--- config.mk ---
export PLATFORM = sky130hd
export DESIGN_NAME = wb_stream_writer
export DESIGN_NICKNAME = d
export VERILOG_FILES = /design/src/rtl/wb_stream_writer.sv
export SDC_FILE = /design/constraint.sdc
export NUM_CORES = 1
export LEC_CHECK = 0
export BUFFER_PORTS_ARGS = -buffer_cell sky130_fd_sc_hd__buf_4
export CORE_AREA = 10 10 303 217
export CTS_CLUSTER_SIZE = 28
export DETAILED_ROUTE_END_ITERATION = 10
export DIE_AREA = 0 0 313 227
export HOLD_SLACK_MARGIN = 0.02
export PLACE_DENSITY_LB_ADDON = 0.2
export SETUP_SLACK_MARGIN = 0.2
export SYNTH_ARGS = -nofsm -noshare
export SYNTH_HDL_FRONTEND = slang
export SYNTH_SLANG_ARGS = --single-unit
--- constraint.sdc ---
create_clock -name wb_clk_i -period 9.1 [get_ports wb_clk_i]
set_clock_uncertainty 0.2 [all_clocks]
set_input_delay 0.91 -clock wb_clk_i [delete_from_list [all_inputs] [get_ports wb_clk_i]]
set_output_delay 0.91 -clock wb_clk_i [all_outputs]
set_load 0.05 [all_outputs]
--- src/rtl/wb_stream_writer.sv ---
// Wishbone burst master: buffers a 32-bit valid/ready stream in a small FIFO and
// writes it to memory as incrementing bursts from a configured base address.
module wb_stream_writer #(
  parameter int FIFO_DEPTH = 16,
  parameter int BURST_LEN  = 8
) (
  input  logic        wb_clk_i,
  input  logic        wb_rst_n_i,
  input  logic        start_i,
  input  logic [31:0] cfg_base_i,
  input  logic [23:0] cfg_words_i,
  output logic        busy_o,
  output logic        done_o,
  input  logic [31:0] s_dat_i,
  input  logic        s_valid_i,
  output logic        s_ready_o,
  output logic [31:0] wb_adr_o,
  output logic [31:0] wb_dat_o,
  output logic [3:0]  wb_sel_o,
  output logic [2:0]  wb_cti_o,
  output logic        wb_we_o,
  output logic        wb_cyc_o,
  output logic        wb_stb_o,
  input  logic        wb_ack_i
);
  localparam int AW = $clog2(FIFO_DEPTH);
  localparam int CW = AW + 1;
  localparam int BW = $clog2(BURST_LEN + 1);

  typedef enum logic [1:0] {IDLE = 2'd0, WAIT = 2'd1, BURST = 2'd2, GAP = 2'd3} state_t;

  state_t         state_r, state_s;
  logic [31:0]    addr_r, addr_s;
  logic [23:0]    remaining_r, remaining_s;
  logic [23:0]    total_r, total_s;
  logic [23:0]    accepted_r, accepted_s;
  logic [BW-1:0]  beats_r, beats_s, blen_s;
  logic [AW-1:0]  rd_ptr_r, rd_ptr_s, wr_ptr_r, wr_ptr_s, rd_next_s;
  logic [CW-1:0]  count_r, count_s, occ_pop_s;
  logic [31:0]    mem_r [FIFO_DEPTH];
  logic [31:0]    head_s, adr_s, dat_s;
  logic [3:0]     sel_s;
  logic [2:0]     cti_s;
  logic           push_s, pop_s, busy_s, done_s, ready_s, cyc_s, stb_s, we_s;

  assign push_s    = s_valid_i && s_ready_o;
  assign pop_s     = (state_r == BURST) && wb_ack_i;
  assign rd_next_s = rd_ptr_r + AW'(pop_s);
  assign occ_pop_s = count_r - CW'(pop_s);

  // FIFO head after this edge; a word pushed into an otherwise empty FIFO falls straight through
  always_comb begin
    if (push_s && (occ_pop_s == CW'(1'b0))) begin
      head_s = s_dat_i;
    end else begin
      head_s = mem_r[rd_next_s];
    end
  end

  // burst length for the next burst: the tail burst may be shorter
  always_comb begin
    if (remaining_r < 24'(BURST_LEN)) begin
      blen_s = BW'(remaining_r);
    end else begin
      blen_s = BW'(BURST_LEN);
    end
  end

  // next-state and next-output logic; every output is registered from these values
  always_comb begin
    state_s     = state_r;
    addr_s      = addr_r;
    remaining_s = remaining_r;
    total_s     = total_r;
    accepted_s  = accepted_r + 24'(push_s);
    beats_s     = beats_r;
    rd_ptr_s    = rd_next_s;
    wr_ptr_s    = wr_ptr_r + AW'(push_s);
    count_s     = count_r + CW'(push_s) - CW'(pop_s);
    busy_s      = busy_o;
    done_s      = 1'b0;
    cyc_s       = wb_cyc_o;
    stb_s       = wb_stb_o;
    we_s        = wb_we_o;
    sel_s       = wb_sel_o;
    cti_s       = wb_cti_o;
    adr_s       = wb_adr_o;
    dat_s       = wb_dat_o;
    case (state_r)
      IDLE: begin
        if (start_i) begin
          addr_s      = cfg_base_i;
          remaining_s = cfg_words_i;
          total_s     = cfg_words_i;
          accepted_s  = 24'd0;
          rd_ptr_s    = AW'(1'b0);
          wr_ptr_s    = AW'(1'b0);
          count_s     = CW'(1'b0);
          if (cfg_words_i == 24'd0) begin
            done_s = 1'b1;
          end else begin
            state_s = WAIT;
            busy_s  = 1'b1;
          end
        end else begin
          state_s = IDLE;
        end
      end
      WAIT: begin
        if (32'(count_s) >= 32'(blen_s)) begin
          state_s = BURST;
          beats_s = blen_s;
          cyc_s   = 1'b1;
          stb_s   = 1'b1;
          we_s    = 1'b1;
          sel_s   = 4'hF;
          adr_s   = addr_r;
          dat_s   = head_s;
          cti_s   = (32'(blen_s) == 32'd1) ? 3'b111 : 3'b010;
        end else begin
          state_s = WAIT;
        end
      end
      BURST: begin
        if (wb_ack_i) begin
          addr_s      = addr_r + 32'd4;
          remaining_s = remaining_r - 24'd1;
          beats_s     = beats_r - BW'(1'b1);
          if (32'(beats_r) == 32'd1) begin
            cyc_s = 1'b0;
            stb_s = 1'b0;
            we_s  = 1'b0;
            sel_s = 4'h0;
            cti_s = 3'b000;
            if (remaining_r == 24'd1) begin
              state_s = IDLE;
              done_s  = 1'b1;
              busy_s  = 1'b0;
            end else begin
              state_s = GAP;
            end
          end else begin
            adr_s = addr_r + 32'd4;
            dat_s = head_s;
            cti_s = (32'(beats_r) == 32'd2) ? 3'b111 : 3'b010;
          end
        end else begin
          state_s = BURST;
        end
      end
      GAP: begin
        state_s = WAIT;
      end
      default: begin
        state_s = IDLE;
      end
    endcase
    ready_s = busy_s && (count_s != CW'(FIFO_DEPTH)) && (accepted_s < total_s);
  end

  // FIFO storage, written on every accepted stream word
  always_ff @(posedge wb_clk_i) begin
    if (push_s) begin
      mem_r[wr_ptr_r] <= s_dat_i;
    end
  end

  // state and registered outputs
  always_ff @(posedge wb_clk_i or negedge wb_rst_n_i) begin
    if (!wb_rst_n_i) begin
      state_r     <= IDLE;
      addr_r      <= 32'd0;
      remaining_r <= 24'd0;
      total_r     <= 24'd0;
      accepted_r  <= 24'd0;
      beats_r     <= BW'(1'b0);
      rd_ptr_r    <= AW'(1'b0);
      wr_ptr_r    <= AW'(1'b0);
      count_r     <= CW'(1'b0);
      busy_o      <= 1'b0;
      done_o      <= 1'b0;
      s_ready_o   <= 1'b0;
      wb_cyc_o    <= 1'b0;
      wb_stb_o    <= 1'b0;
      wb_we_o     <= 1'b0;
      wb_sel_o    <= 4'h0;
      wb_cti_o    <= 3'b000;
      wb_adr_o    <= 32'd0;
      wb_dat_o    <= 32'd0;
    end else begin
      state_r     <= state_s;
      addr_r      <= addr_s;
      remaining_r <= remaining_s;
      total_r     <= total_s;
      accepted_r  <= accepted_s;
      beats_r     <= beats_s;
      rd_ptr_r    <= rd_ptr_s;
      wr_ptr_r    <= wr_ptr_s;
      count_r     <= count_s;
      busy_o      <= busy_s;
      done_o      <= done_s;
      s_ready_o   <= ready_s;
      wb_cyc_o    <= cyc_s;
      wb_stb_o    <= stb_s;
      wb_we_o     <= we_s;
      wb_sel_o    <= sel_s;
      wb_cti_o    <= cti_s;
      wb_adr_o    <= adr_s;
      wb_dat_o    <= dat_s;
    end
  end
endmodule

[Yosys cells after proc, flatten, opt, wreduce, memory -nomap -nowiden]
Memory sizes are Yosys's and may differ from the RTL's.
Index checks and enable logic that the tools add are counted.
Word-level totals
  flip-flop bits (word level): 198
  memory bits (writable): 512
  input port bits: 93
  output and inout port bits: 77
  logic and storage cells: 124
  memories: 1
Memory list
  mem_r: depth 16, width 32, read ports 1, clocked after Yosys merged registers in 0, wr ports 1, RTL line 40  | logic [31:0] mem_r [FIFO_DEPTH];
Cells by class
  add/sub/neg operators: 9
  order comparisons: 3
  equal/unequal tests: 15
  muxes and demuxes: 64
  reductions and logical operators: 15
Operator list (count)
  32-bit 2-to-1 mux: 9
  32-bit one-hot mux with 2 select lines: 3
  24-bit 2-to-1 mux: 6
  24-bit one-hot mux with 2 select lines: 1
  4-bit 2-to-1 mux: 10
  32-bit by 3-bit adder with 32-bit output, second input constant: 1
  24-bit by 1-bit adder with 24-bit output: 1
  24-bit by 1-bit equality test with 1-bit output, second input constant: 1
  24-bit zero test: 1
  24-bit < comparator: 1
  24-bit by 4-bit < comparator with 1-bit output, second input constant: 1
  24-bit by 1-bit subtractor with 24-bit output, second input constant: 1
  4-bit one-hot mux with 2 select lines: 2
  1-bit 2-to-1 mux: 15
  3-bit 2-to-1 mux: 5
  2-bit 2-to-1 mux: 6
  5-bit 2-to-1 mux: 2
  5-bit by 1-bit subtractor with 5-bit output: 2
  4-bit by 1-bit adder with 4-bit output: 2
  4-bit by 1-bit equality test with 1-bit output, second input constant: 2
  2-bit inequality test, second input constant: 4
  2-bit one-hot mux with 4 select lines: 1
  4-bit AND reduction: 2
  1-bit one-hot mux with 2 select lines: 3
  other kinds (17): 24

[Depth between registers and ports, before layout]
  depth in word-level cells: 9
  gate-level depth with buffers: 20
  gate-level depth less buffers: 18

[Worst setup path before layout]
Ideal clock, no wire load.
  path kind: in2reg
  start: in s_valid_i
  end: mem mem_r[0][0], enable pin
  library setup time: 0.461 ns
  arrival: 3.636 ns
  data required time: 8.439 ns
  setup slack: 4.803 ns
  cell stages on the path: 3
  path buffers: 0
  cells stage by stage: nand2_1 or3_1 nor3_1
Between the ends
  longest elaborated chain between the ends: 3
RTL lines
  from (decl): RTL line 15  | input logic s_valid_i,
  1-bit logical AND: RTL line 46  | assign push_s = s_valid_i && s_ready_o;
  1-bit 2-to-1 mux: RTL line 163  | if (push_s) begin
  1-bit 2-to-1 mux (not written as such): RTL line 164  | mem_r[wr_ptr_r] <= s_dat_i;
  to (decl): RTL line 40
No other way between the ends.

[Final worst setup path]
  start: reg state_r[1]
  end: reg wb_adr_o[1]
Between the ends
  longest elaborated chain between the ends: 6
  elaborated cells on any way between the ends: 11
  those cells by class: 1 x add/sub; 1 x order compare; 5 x eq/ne; 1 x mux; 3 x reduce/logical
RTL lines
  from (decl): RTL line 32  | state_t state_r, state_s;
  from (signal assigned): RTL line 191  | state_r <= state_s;
  2-bit equality test: RTL line 47, 89
  1-bit logical AND: RTL line 47  | assign pop_s = (state_r == BURST) && wb_ack_i;
  5-bit by 1-bit subtractor with 5-bit output: RTL line 79  | count_s = count_r + CW'(push_s) - CW'(pop_s);
  5-bit by 4-bit greater-or-equal comparator with 1-bit output: RTL line 110  | if (32'(count_s) >= 32'(blen_s)) begin
  2-bit inequality test (no line)
  4-bit AND reduction (no line)
  to (signal assigned): RTL line 208  | wb_adr_o <= adr_s;
  to (decl): RTL line 17  | output logic [31:0] wb_adr_o,
Parallel ways exist; a longest one is shown, timed or not.
A chain may end at the register's enable or synchronous reset.

==> key figures <==
Die
  • Die height: 227 um
  • Die width: 313 um
  • # rows: 75
  • Starting Density: 49.78%
  • Die ar.: 71,050 um^2
  • I/O Pins: 170
  • Core area: 59,680 um^2

Timing
  • Setup violations, final: 0
  • Slew @ Worst Pin: 1.122 ns
  • Period utilization: 53.55%
  • Tmin final: 4.873 ns
  • Slew HR: 25.17%
  • FMAX: 205.2 MHz
  • Final Hold Fails: 0
  • RSZ-0062 raised after global routing: false
  • Slew Viols, Final: 0
  • Setup TNS: 0 ns
  • Final WS setup: 4.227 ns

Logic synthesis
  • Most instantiated cells after synthesis: edfxtp_1 (512), dfrtp_1 (193), nor2_1 (170)
  • Post-synth ARST share: 27.38%
  • Post-synth EDFFs: 512
  • Top FF cell, synth: edfxtp_1
  • Gate Count Post-Synth: 1,919
  • Leading area contributor after synthesis: edfxtp_1
  • Syn nets: 2,060
  • Synth unique cells: 64
  • Top-count cell post-synth: edfxtp_1
  • Cell area after technology mapping: 29,710 um^2
  • Flops & latches, synth: 705
  • Ranking of synthesized cells by area: edfxtp_1 (52%), dfrtp_1 (16%), mux4_2 (12%), nor2_1 (2.1%), ha_1 (2.0%)
  • Part of the Yosys area used for sequential elements: 68.01%
  • Synth warnings: 0
  • Avg Synthesized Cell Area: 15.48 um^2
  • Synth top area share: 51.75%

Placement
  • Input/output buffers: 169
  • Dpl ws: 3.935 ns
  • Placed Area: 31,960 um^2
  • Dpl hpwl: 41,600 um
  • Final GP Congestion: 0.8462
  • Placed cells: 2,821

Drt
  • Top layer in use: met5
  • Met3 WL post-DR: 4915 um
  • WL per Instance: 24.42 um
  • Via density: 5.870
  • DR pass1 iterations: 5
  • WL final: 72,030 um
  • WL met1: 31,680 um
  • DR WL met2: 33,930 um
  • Starting DRT DRC Count: 1,847
  • Routed vias: 17,320
  • ANT nets after route: 0
  • DRC: 0

Global routing
  • Vias in the first global route: 17,560
  • Total GRT Usage: 20.18%
  • Largest net degree at the start of global routing: 92
  • First-pass GRT wire length: 109,300 um
  • Initial antenna violation count: 1
  • GR Overflow Total: 0

Worst setup path
  • Reg2Reg Launch Point: state_r[1]$_DFFE_PN0P_
  • CP delay by family, top: buffers and inverters
  • Critical path endpoint category: flip-flop
  • CP cell instances: nor2b_4, nand2_1, inv_1, ha_1, inv_1, ha_1, a21oi_1, nor2_1, nor2_1, xnor2_1, inv_1, ha_1, o21ai_0, nor2_1, a32oi_1, nand3b_1, buf_4, mux2_2
  • Crit path arrival time: 5.16 ns
  • Critical Path Source Type: flip-flop
  • Max FO, Critical Path: 91
  • Crit-path max cell delay: 0.86 ns
  • Worst path slowest cell: buf_4
  • Buf+Inv Stages, Crit Path: 4
  • Reg2Reg Depth: 18
  • Required time worst endpoint: 9.38 ns
  • Critical path type: reg -> reg
  • CP startpoint: state_r[1]$_DFFE_PN0P_
  • Crit path depth: 18

Cells and area
  • N_diodes: 0
  • Ratio of cells with drive above 1 in the final layout: 23.86%
  • Area Overhead vs Synth: 15.66%
  • Finished Layout Cells: 2,950
  • Nets: 2,226
  • Fin area: 34,360 um^2

Pwr
  • Worst vdd ir: 0.4245 mV
  • Leak: 12.13 nW
  • PD cells: 344.8 nW/um^2

CTS
  • Clock Latency Late Sink: 0.61 ns
  • Post-CTS Setup Bufs: 0
  • CTS resizes: 0
  • CTS tree: built
  • H-tree depth: 3
  • Longest Clk Path Bufs: 3
  • Clock-pin slew on the worst setup and hold paths: 0.06 ns
  • # hold bufs at CTS: 0
  • # clock sinks: 705
  • Root Driver: clkbuf_16
  • CTS Buf Count: 70

Outcome
  • Status: complete, no violations

Run
  • Max-Cap Viols: 0

Hold path
  • Hold Path Class: in -> async
## layout make-up
class,instances,area [um^2]
clock buffer,91,1902
tap,808,1011
inverter,45,168.9
timing repair buffer,204,1538
sequential,705,20200
multi-input combinational,1059,9042
clock inverter,38,494.2
fill,4631,25320
## worst reg2reg max path, stage by stage (launching register included)
cell and delay [ns]:
dfrtp_1 0.49, nor2b_4 0.21, nand2_1 0.17, inv_1 0.31
ha_1 0.30, inv_1 0.05, ha_1 0.17, a21oi_1 0.08
nor2_1 0.10, nor2_1 0.06, xnor2_1 0.50, inv_1 0.10
ha_1 0.29, o21ai_0 0.07, nor2_1 0.09, a32oi_1 0.09
nand3b_1 0.18, buf_4 0.86, mux2_2 0.45
## state kept, by name, indices dropped and copies added, names as in the netlist
register and count:
accepted_r 24, wb_sel_o 1, done_o 1, busy_o 1
wb_dat_o 32, rd_ptr_r 4, mem_r 512, addr_r 32
beats_r 4, count_r 5, wb_cti_o 2, remaining_r 24
wr_ptr_r 4, state_r 2, total_r 24, wb_adr_o 32
s_ready_o 1
## cell families (layout without fill, tap and decap cells)
kind of cell / count (synthesis) / after routing / synth area share (%)
compound gates: 291 / 291 / 5.825
xor+xnor: 55 / 55 / 1.621
fa+ha+maj: 48 / 48 / 2.047
buf+inv: 155 / 378 / 2.156
flops: 705 / 705 / 68.01
mux: 184 / 184 / 12.95
simple gates: 481 / 481 / 7.391
## report_power, final
group | internal [mW] | total (mW) | switching, mW | leakage (nW)
Clock | 1.76 | 3.00 | 1.24 | 1.17
Sequential | 4.04 | 4.41 | 0.365 | 6.90
Combinational | 1.74 | 4.45 | 2.71 | 4.06
Total | 7.53 | 11.8 | 4.32 | 12.1
## through the flow
| step | power, mW | utilization, % | hold slack, ns |
|---|---|---|---|
| floorplan | 7.645 | - | 0.2397 |
| global placement | 8.844 | 53.56 | 0.2536 |
| detailed placement | 8.953 | 53.56 | 0.2605 |
| CTS | 11.95 | 57.57 | 0.1661 |
| global route | 12.52 | 57.57 | 0.1928 |
| finish | 11.85 | 57.57 | 0.1643 |
## layer usage
layer	vias up	track usage [%]
li1	7705	-
met1	8892	29.05
met2	604	31.45
met3	113	3.914
met4	2	5.245
met5	-	0
## layout by cell type, fill, tap and decap left out, types with 7 or more instances in the layout
| master | instances |
|---|---|
| xor2_1 | 23 |
| mux4_2 | 160 |
| clkbuf_1 | 15 |
| buf_4 | 203 |
| and3_1 | 11 |
| nand4_1 | 20 |
| nor2_1 | 157 |
| clkbuf_16 | 71 |
| and2_1 | 13 |
| o22a_1 | 13 |
| mux2i_1 | 21 |
| edfxtp_1 | 512 |
| nor4_1 | 11 |
| a21o_1 | 9 |
| o21ai_0 | 63 |
| nand2_1 | 153 |
| a21oi_1 | 116 |
| xnor2_1 | 30 |
| inv_1 | 45 |
| or3_1 | 13 |
| clkinv_1 | 7 |
| clkinv_2 | 12 |
| o22ai_1 | 15 |
| nand3_1 | 23 |
| a31oi_1 | 38 |
| bufinv_16 | 9 |
| nand2b_1 | 8 |
| ha_1 | 45 |
| nor3_1 | 22 |
| nor2_4 | 13 |
| dfrtp_1 | 193 |
## worst paths after layout
path | to | slack (ns)
min in group wb_clk_i | addr_r[0]$_DFFE_PN0P_ | 0.27
max in group asynchronous | addr_r[6]$_DFFE_PN0P_ | 7.14
hold reg to reg | addr_r[0]$_DFFE_PN0P_ | 0.27
setup reg to reg | wb_adr_o[1]$_DFFE_PN0P_ | 4.23
setup / recovery | wb_adr_o[1]$_DFFE_PN0P_ | 4.23
hold / removal | addr_r[30]$_DFFE_PN0P_ | 0.16
Note: power is estimated with default switching activity, not from simulation.
